## config.mk

```make
export PLATFORM = sky130hd
export DESIGN_NAME = metastab_tuner
export DESIGN_NICKNAME = d
export VERILOG_FILES = /design/src/rtl/metastab_tuner.sv
export SDC_FILE = /design/constraint.sdc
export NUM_CORES = 1
export LEC_CHECK = 0
export CORE_MARGIN = 3
export CORE_UTILIZATION = 44
export CTS_CLUSTER_SIZE = 20
export DETAILED_ROUTE_END_ITERATION = 8
export PLACE_DENSITY = 0.66
export SLEW_MARGIN = 20
export SYNTH_ARGS = -nofsm -noshare
export SYNTH_HDL_FRONTEND = slang
export SYNTH_SLANG_ARGS = --single-unit
```

## constraint.sdc

```tcl
create_clock -name clk -period 4.5 [get_ports clk]
set_input_delay 0.9 -clock clk [delete_from_list [all_inputs] [get_ports clk]]
set_output_delay 0.9 -clock clk [all_outputs]
set_load 0.02 [all_outputs]
```

## src/rtl/metastab_tuner.sv

```systemverilog
// rtl/metastab_tuner.sv - per-channel delay-line tuner that centres a metastable TRNG flop
//
// Purpose:
//   Each channel watches the sampled output of a comparator flop whose clock
//   and data paths pass through programmable delay lines. A window of SR_W
//   samples is collected. Too few ones means the data edge arrives late, so
//   the data delay is shortened first and the clock delay lengthened once data
//   is at zero. Too many ones is the mirror case. A balanced window counts
//   toward lock. When both codes are pinned against their limits the channel
//   flags saturation and stops steering until restarted.
//
// Ports:
//   clk                    in  1               single rising-edge clock
//   rst                    in  1               synchronous active-high reset
//   enable                 in  1               global run; low parks every channel in IDLE
//   restart                in  NUM_CH          per-channel synchronous clear
//   data_in                in  NUM_CH          sampled comparator-flop outputs
//   clk_coarse_delay_ctrl  out NUM_CH*CODE_W   clock-path delay code, ch i at [i*CODE_W +: CODE_W]
//   data_coarse_delay_ctrl out NUM_CH*CODE_W   data-path delay code, same packing
//   delay_update           out NUM_CH          one-cycle pulse when a code changed
//   locked                 out NUM_CH          LOCK_N consecutive balanced windows seen
//   saturated              out NUM_CH          sticky: no further step possible
//   all_locked             out 1               every channel locked

module metastab_tuner #(
  parameter int NUM_CH     = 4,
  parameter int DL_LENGTH  = 64,
  parameter int CODE_W     = 6,
  parameter int SR_W       = 8,
  parameter int LO_TH      = SR_W / 4,
  parameter int SETTLE_CYC = 4,
  parameter int LOCK_N     = 4
) (
  input  logic                     clk,
  input  logic                     rst,
  input  logic                     enable,
  input  logic [NUM_CH-1:0]        restart,
  input  logic [NUM_CH-1:0]        data_in,
  output logic [NUM_CH*CODE_W-1:0] clk_coarse_delay_ctrl,
  output logic [NUM_CH*CODE_W-1:0] data_coarse_delay_ctrl,
  output logic [NUM_CH-1:0]        delay_update,
  output logic [NUM_CH-1:0]        locked,
  output logic [NUM_CH-1:0]        saturated,
  output logic                     all_locked
);

  localparam int PC_W = $clog2(SR_W + 1);
  localparam int FC_W = $clog2(SR_W + 1);
  localparam int ST_W = $clog2(SETTLE_CYC + 1);
  localparam int LC_W = $clog2(LOCK_N + 1);

  localparam logic [PC_W-1:0]   LO_V     = PC_W'(LO_TH);
  localparam logic [PC_W-1:0]   HI_V     = PC_W'(SR_W - LO_TH);
  localparam logic [CODE_W-1:0] MAX_CODE = CODE_W'(DL_LENGTH - 1);
  localparam logic [FC_W-1:0]   FILL_END = FC_W'(SR_W - 1);
  localparam logic [ST_W-1:0]   SETL_END = ST_W'(SETTLE_CYC - 1);
  localparam logic [LC_W-1:0]   LOCK_V   = LC_W'(LOCK_N);
  localparam logic [LC_W-1:0]   LOCK_M1  = LC_W'(LOCK_N - 1);

  localparam logic [1:0] S_IDLE   = 2'd0;
  localparam logic [1:0] S_FILL   = 2'd1;
  localparam logic [1:0] S_EVAL   = 2'd2;
  localparam logic [1:0] S_SETTLE = 2'd3;

  function automatic logic [PC_W-1:0] popcount(input logic [SR_W-1:0] v);
    logic [PC_W-1:0] n;
    n = '0;
    for (int k = 0; k < SR_W; k++) begin
      n = n + PC_W'(v[k]);
    end
    return n;
  endfunction

  for (genvar i = 0; i < NUM_CH; i++) begin : g_ch
    logic [1:0]        state;
    logic [SR_W-1:0]   sr;
    logic [FC_W-1:0]   fill_cnt;
    logic [ST_W-1:0]   settle_cnt;
    logic [CODE_W-1:0] clk_code;
    logic [CODE_W-1:0] data_code;
    logic [LC_W-1:0]   lock_cnt;
    logic              lock_q;
    logic              sat_q;
    logic              upd_q;
    logic [PC_W-1:0]   ones;
    logic              too_low;
    logic              too_high;

    assign ones     = popcount(sr);
    assign too_low  = (ones < LO_V);
    assign too_high = (ones > HI_V);

    always_ff @(posedge clk) begin
      if (rst || restart[i]) begin
        state      <= S_IDLE;
        sr         <= '0;
        fill_cnt   <= '0;
        settle_cnt <= '0;
        clk_code   <= '0;
        data_code  <= '0;
        lock_cnt   <= '0;
        lock_q     <= 1'b0;
        sat_q      <= 1'b0;
        upd_q      <= 1'b0;
      end else if (!enable) begin
        // Parking drops any evaluation in flight; codes and saturation survive.
        state      <= S_IDLE;
        sr         <= '0;
        fill_cnt   <= '0;
        settle_cnt <= '0;
        lock_cnt   <= '0;
        lock_q     <= 1'b0;
        upd_q      <= 1'b0;
      end else begin
        upd_q <= 1'b0;
        case (state)
          S_IDLE: begin
            state    <= S_FILL;
            sr       <= '0;
            fill_cnt <= '0;
          end
          S_FILL: begin
            sr       <= (sr << 1) | SR_W'(data_in[i]);
            fill_cnt <= fill_cnt + 1'b1;
            if (fill_cnt == FILL_END) begin
              state <= S_EVAL;
            end
          end
          S_EVAL: begin
            state      <= S_SETTLE;
            settle_cnt <= '0;
            if (sat_q) begin
              lock_cnt <= '0;
              lock_q   <= 1'b0;
            end else if (too_low) begin
              // Data edge is late: pull data earlier before pushing clock later.
              lock_cnt <= '0;
              lock_q   <= 1'b0;
              if (data_code != '0) begin
                data_code <= data_code - 1'b1;
                upd_q     <= 1'b1;
              end else if (clk_code != MAX_CODE) begin
                clk_code <= clk_code + 1'b1;
                upd_q    <= 1'b1;
              end else begin
                sat_q <= 1'b1;
              end
            end else if (too_high) begin
              lock_cnt <= '0;
              lock_q   <= 1'b0;
              if (clk_code != '0) begin
                clk_code <= clk_code - 1'b1;
                upd_q    <= 1'b1;
              end else if (data_code != MAX_CODE) begin
                data_code <= data_code + 1'b1;
                upd_q     <= 1'b1;
              end else begin
                sat_q <= 1'b1;
              end
            end else begin
              if (lock_cnt != LOCK_V) begin
                lock_cnt <= lock_cnt + 1'b1;
              end
              if (lock_cnt >= LOCK_M1) begin
                lock_q <= 1'b1;
              end
            end
          end
          S_SETTLE: begin
            settle_cnt <= settle_cnt + 1'b1;
            if (settle_cnt == SETL_END) begin
              state    <= S_FILL;
              sr       <= '0;
              fill_cnt <= '0;
            end
          end
          default: begin
            state <= S_IDLE;
          end
        endcase
      end
    end

    assign clk_coarse_delay_ctrl[i*CODE_W +: CODE_W]  = clk_code;
    assign data_coarse_delay_ctrl[i*CODE_W +: CODE_W] = data_code;
    assign delay_update[i] = upd_q;
    assign locked[i]       = lock_q;
    assign saturated[i]    = sat_q;
  end

  assign all_locked = &locked;

endmodule

```

==> run_results.csv <==
group,metric,value,unit
final_layout,ff_latch_area,0.00281,mm2
placed_design,hpwl,12800,um
critical_path,worstPathArrival,4.85,ns
drt,drcViolationCount,0,
floorplanning,pin_count,72,
final_layout,n_antenna_cell,0,
power,p_per_area,261,mW/mm2
sta,hold_viol,0,
logic_synthesis,ys_types,66,
placed_design,portBuffers,71,
power,power,0.00286,W
global_route,overflow,0,
logic_synthesis,synth-seq-cells,140,
global_route,grt_pass1_wl,31600,um
sta,setup_ws,0.0140,ns
power,ir_drop,0.238,mV
drt,vias_per_cell,5.13,
final_layout,multi_input_area,0.00575,mm2
final_layout,final_layout_size_suffix_gt1_share,15.6,%
sta,slew_headroom,43.8,%
min_path,hp-class,"register to register",
logic_synthesis,yosys_warnings,0,
status,status,"completed",
critical_path,cpPeakStageDelay,0.58,ns
logic_synthesis,ys_seq_area_share,32.0,%
critical_path,r2r_start,"g_ch[0].sr[0]$_SDFFE_PP0P_",
critical_path,path_cells,"inv_1, fa_1, fa_1, fa_1, inv_1, ha_2, fa_2, nor3_2, a31oi_4, inv_4, ha_4, a211oi_2, o21bai_1, a21oi_1, mux2_2, or3_1, a21oi_1",
floorplanning,initial_core_util,45.7,%
critical_path,path_max_fanout,4,
drt,dr.pass1.iters,4,
power,p_leak,4.55,nW
drt,antenna_left,0,
floorplanning,die_w,147,um
placed_design,globalplace.congestion,0.865,
clock_network,clockRootBuffer,"clkbuf_16",
sta,skew,0.0211,ns
clock_network,clkLatencyLatePin,0.43,ns
critical_path,end_kind,"register",
logic_synthesis,synth_area_leaders,"dfxtp_1 (32%), ha_1 (12%), mux2i_1 (5.6%), fa_1 (5.5%), nor2_1 (5.5%)",
sta,fmax,223,MHz
clock_network,ctsLongestPathBuffers,2,
drt,post_drt_wl_per_cell,13.0,um
floorplanning,rows,50,
sta,finalCritPeriodShare,99.7,%
clock_network,clock-sinks,140,
global_route,grt_max_degree,17,
floorplanning,core-area,0.0191,mm2
critical_path,cpMostUsedCell,"fa_1",
critical_path,path_buf_inv,3,
sta,rsz0062_at_grt,"yes",
sta,drv_slew,0,
placed_design,dp_slack,-0.0419,ns
sta,hold_slack,0.462,ns
logic_synthesis,synth.avg_cell_area,8.76,um2
global_route,grt_pass1_vias,6909,
logic_synthesis,synth_top_area_share,32.0,%
sta,final-setup-viol-count,0,
critical_path,critPathRequiredTime,4.86,ns
final_layout,nNetsFinal,1223,
global_route,antenna_found_initial,0,
final_layout,final_cell_mix,"dfxtp_1 (132), nor2_1 (126), a21oi_1 (86)",
sta,min_period,4.49,ns
clock_network,cts_max_level,4,
logic_synthesis,netlist_area,0.00875,mm2
drt,drt_wl_total,17900,um
logic_synthesis,synthFlopType,"dfxtp_1",
clock_network,path_clk_slew,0.06,ns
global_route,grt_use_total,17.1,%
logic_synthesis,synth_nets,1119,
critical_path,start_kind,"register",
drt,vias,7062,
critical_path,cp_top_family,"adder cells",
floorplanning,die_area,0.0216,mm2
clock_network,cts_buffers,17,
clock_network,hold_buffers,0,
final_layout,fillCellCount,1747,
floorplanning,die_y,147,um
run,maxCapViolations,0,
sta,worst_pin_slew,0.842,ns
final_layout,final_common_cell,"dfxtp_1",
critical_path,startpoint,"g_ch[0].sr[0]$_SDFFE_PP0P_",
min_path,hold_start,"g_ch[1].sr[7]$_SDFFE_PP0P_",
critical_path,crit_type,"register to register",
final_layout,syn_to_final_growth,25.3,%
logic_synthesis,synth_top_area_cell,"dfxtp_1",
logic_synthesis,async_reset_ff_share,0,%
logic_synthesis,syn_inst,999,
critical_path,cp_slowest_cell,"fa_2",
clock_network,cts_tree,"built",
logic_synthesis,synth_edf_count,0,
drt,drtIter0Drc,302,
area by class of cell:
type / instances / share of cell area [%]
Sequential cell: 140 / 25.7
Tap cell: 260 / 2.97
Inverter: 87 / 3.05
Clock inverter: 11 / 1.74
Timing Repair Buffer: 119 / 9.91
Clock buffer: 21 / 4.20
Multi-Input combinational cell: 738 / 52.5
worst reg2reg max path: stages (launching register included):
cell and delay (ns):
dfxtp_2 0.32, inv_1 0.05, fa_1 0.54, fa_1 0.43, fa_1 0.49, inv_1 0.04
ha_2 0.18, fa_2 0.58, nor3_2 0.07, a31oi_4 0.19, inv_4 0.08, ha_4 0.22
a211oi_2 0.20, o21bai_1 0.10, a21oi_1 0.14, mux2_2 0.35, or3_1 0.30, a21oi_1 0.14
synth_stat cells, types with 6 or more instances:
cell type	count
o21ai_0	28
a21o_1	18
buf_4	12
nand2_1	77
nand3b_1	7
nor4_1	7
nor2_1	128
xnor2_1	34
nor3_1	11
nand2b_1	8
or3_1	9
xor2_1	18
or2_2	6
clkbuf_1	19
fa_1	24
inv_1	85
o21bai_1	11
nor2b_1	9
mux2i_1	49
ha_1	85
dfxtp_1	140
nand4_1	18
a21oi_1	88
a211oi_1	22
registers in the layout, summed over array words and instances (netlist names), 8 cells and up:
signal           flops
g_ch.sr             32
g_ch.data_code      24
g_ch.state           8
g_ch.settle_cnt     12
g_ch.lock_cnt       12
g_ch.fill_cnt       16
g_ch.clk_code       24
power by group:
group	internal, W	switching, W	leakage (nW)
Clock	0.00101	0.000543	0.305
Sequential	0.00124	0.00000415	1.13
Combinational	0.0000237	0.0000401	3.12
Total	0.00228	0.000588	4.55
timing repair:
| action | in CTS | in global routing |
|---|---|---|
| setup buffers | 2 | 3 |
| pin swaps | 9 | 23 |
| setup endpoints to repair | 8 | 13 |
| hold endpoints to repair | 0 | 0 |
| resized for setup | 8 | 54 |
routing by layer:
layer	track usage (%)	wire, um
met1	22.5	8610
met2	28.5	8490
met3	3.58	555
met5	0	0
met4	5.08	246
per-stage QoR:
step	cells	setup TNS [ns]	utilization, %	cell area, um2
4_1_cts	1373	-0.00717	56.0	10700
5_1_grt	1376	-0.810	57.2	11000
2_1_floorplan	999	-0.113	-	8840
3_3_place_gp	1339	0	52.3	10000
3_5_place_dp	1339	-0.159	52.3	10000
6_report	1376	0	57.2	11000
path summary, 6_finish.rpt:
check	cells after the start	to	slack, ns
min	2	g_ch[1].sr[7]$_SDFFE_PP0P_	0.46
min reg2reg	2	g_ch[1].sr[7]$_SDFFE_PP0P_	0.46
max reg2reg	17	g_ch[0].data_code[5]$_SDFFE_PP0P_	0.01
max	17	g_ch[0].data_code[5]$_SDFFE_PP0P_	0.01
logic make-up after synthesis:
family / Yosys count / share of synthesized area [%]
AO/OA/AOI/OAI: 209 / 15.5
XOR/XNOR: 52 / 5.21
adder cells (fa/ha/maj): 109 / 17.7
buffers and inverters: 121 / 5.72
flip-flops: 140 / 32.0
multiplexers: 56 / 6.57
AND/OR/NAND/NOR: 312 / 17.3
Note: power is estimated with default switching activity, not from simulation.
==> patch: new RTL, same flow settings <==
Set the parameter `NUM_CH` to 5 (it was 4).
--- a/src/rtl/metastab_tuner.sv
+++ b/src/rtl/metastab_tuner.sv
@@ -23,7 +23,7 @@
 //   all_locked             out 1               every channel locked
 
 module metastab_tuner #(
-  parameter int NUM_CH     = 4,
+  parameter int NUM_CH     = 5,
   parameter int DL_LENGTH  = 64,
   parameter int CODE_W     = 6,
   parameter int SR_W       = 8,
Ports: changed (7 resized); port bits go from 72 to 89. No check against the original RTL was run, so the function may have changed too.
==> patch against the unedited design <==
  * Maximum frequency increased by 1.2%
  * Sequential share of layout area up 0.16 points
  * Via count up 22%
  * Non-clock buffer count increased by 40
  * Routed wire length is 24% higher
  * Critical endpoint is now g_ch[2].clk_code[5]$_SDFFE_PP0P_
  * First-iteration DRC count up 29%
  * Synthesized area rose by 25%
  * Die area up 24%
  * Setup slack improved by 0.054 ns
  * Largest power group is now registers
  * Count of clock-buffer cells in the layout fell by 2
  * Critical path depth stayed put
  * Sequential cell count grew 35
  * Total power grew 9.8%
  * Design area rose by 24%
==> patch: results (changes against the unedited design) <==
[timing]
holdWs_ns=0.461  ; -0.000461 ns
fin_skew_ns=0.0151  ; -0.00604 ns
setup_slack_ns=0.0684  ; +0.0545 ns

[placement]
placedCellCount=1663  ; +24%
place_area_um2=12500  ; +25%
gp_congestion=0.845  ; -2.4%
dp_slack_ns=-0.111  ; -0.0696 ns

[synth]
yosysTopAreaCellShare_pct=32.0  ; about the same
syn-num-nets=1385  ; +24%
syn_area_per_cell_um2=8.84  ; +1.0%
ys_seq_area_share_pct=32.0  ; about the same
yosys-top-cells-count=175 x dfxtp_1, 172 x nor2_1, 107 x inv_1

[drt]
first_pass_iters=5  ; +1
wl_met2_um=10500  ; +23%
wl_met1_um=10900  ; +26%
wl_um=22200  ; +24%

[setup_path]
cp.arrival_ns=4.79  ; -0.06 ns

[layout]
fillers=2246  ; +29%
ff_latch_area_um2=3520  ; +25%
reg_top3=g_ch.sr (40), g_ch.clk_code (30), g_ch.data_code (30)

[global_route]
grtUsageTotal_pct=16.6  ; -0.52 points

[worst_hold_path]
worstHoldStart=g_ch[3].sr[7]$_SDFFE_PP0P_

[power]
peakVddDrop_mv=0.199  ; -16%
power_leakage_nw=5.74  ; +26%

[status]
outcome=finished, final reports clean

patch: cell types whose count changed in the layout (fill, tap and decap cells not counted), moves of 7 or more:
cell,delta
inv_1,+18
clkdlybuf4s50_1,+17
nor2_1,+42
ha_1,+14
mux2i_1,+29
xnor2_1,+11
o21ai_0,+7
a21oi_2,+8
a21o_1,+8
dfxtp_1,+32
buf_4,+20
patch: worst max-delay path, cell delays in order (launching register included):
cell and delay [ns]:
dfxtp_2 0.34, inv_2 0.04, fa_1 0.54, fa_1 0.44
fa_1 0.53, inv_1 0.05, ha_2 0.17, fa_2 0.45
or3_4 0.39, o31ai_4 0.11, inv_4 0.12, ha_4 0.24
a211oi_2 0.17, o21bai_1 0.08, a21oi_1 0.17, xnor2_1 0.09
or3_1 0.31, a21oi_1 0.12
patch: power breakdown:
part,switching [mW],leakage (nW),internal [mW]
combinational,0.0510,4.03,0.0313
clock,0.661,0.290,0.846
sequential,0.00542,1.42,1.55
patch: cell type report:
type	count	area share (%)
multi-input cells	915	53.3
flip-flops and latches	175	25.8
repair buffers	159	10.6
clock buffers	19	3.25
inverters	107	3.02
well taps	324	2.98
clock inverters	13	1.08
patch: kinds of logic after synthesis:
family,Yosys count,synth area share [%]
compound gates,248,15.0
xor+xnor,67,5.36
fa+ha+maj,135,17.5
buf+inv,147,5.57
flops,175,32.0
mux,81,7.48
simple gates,384,17.1
patch: per-layer routing:
metal / track usage [%] / up-vias
li1: - / 4520
met1: 22.2 / 4027
met2: 27.6 / 80
met3: 3.25 / 19
met4: 4.27 / 0
met5: 0 / -
patch: what timing repair did:
action                                 in CTS  in global routing
cloned                                      0                  0
buffers inserted                            4                 13
pin swaps                                  23                 48
endpoints found under the hold margin       0                  0
setup endpoints to repair                  11                 20
resized for setup                          21                 77
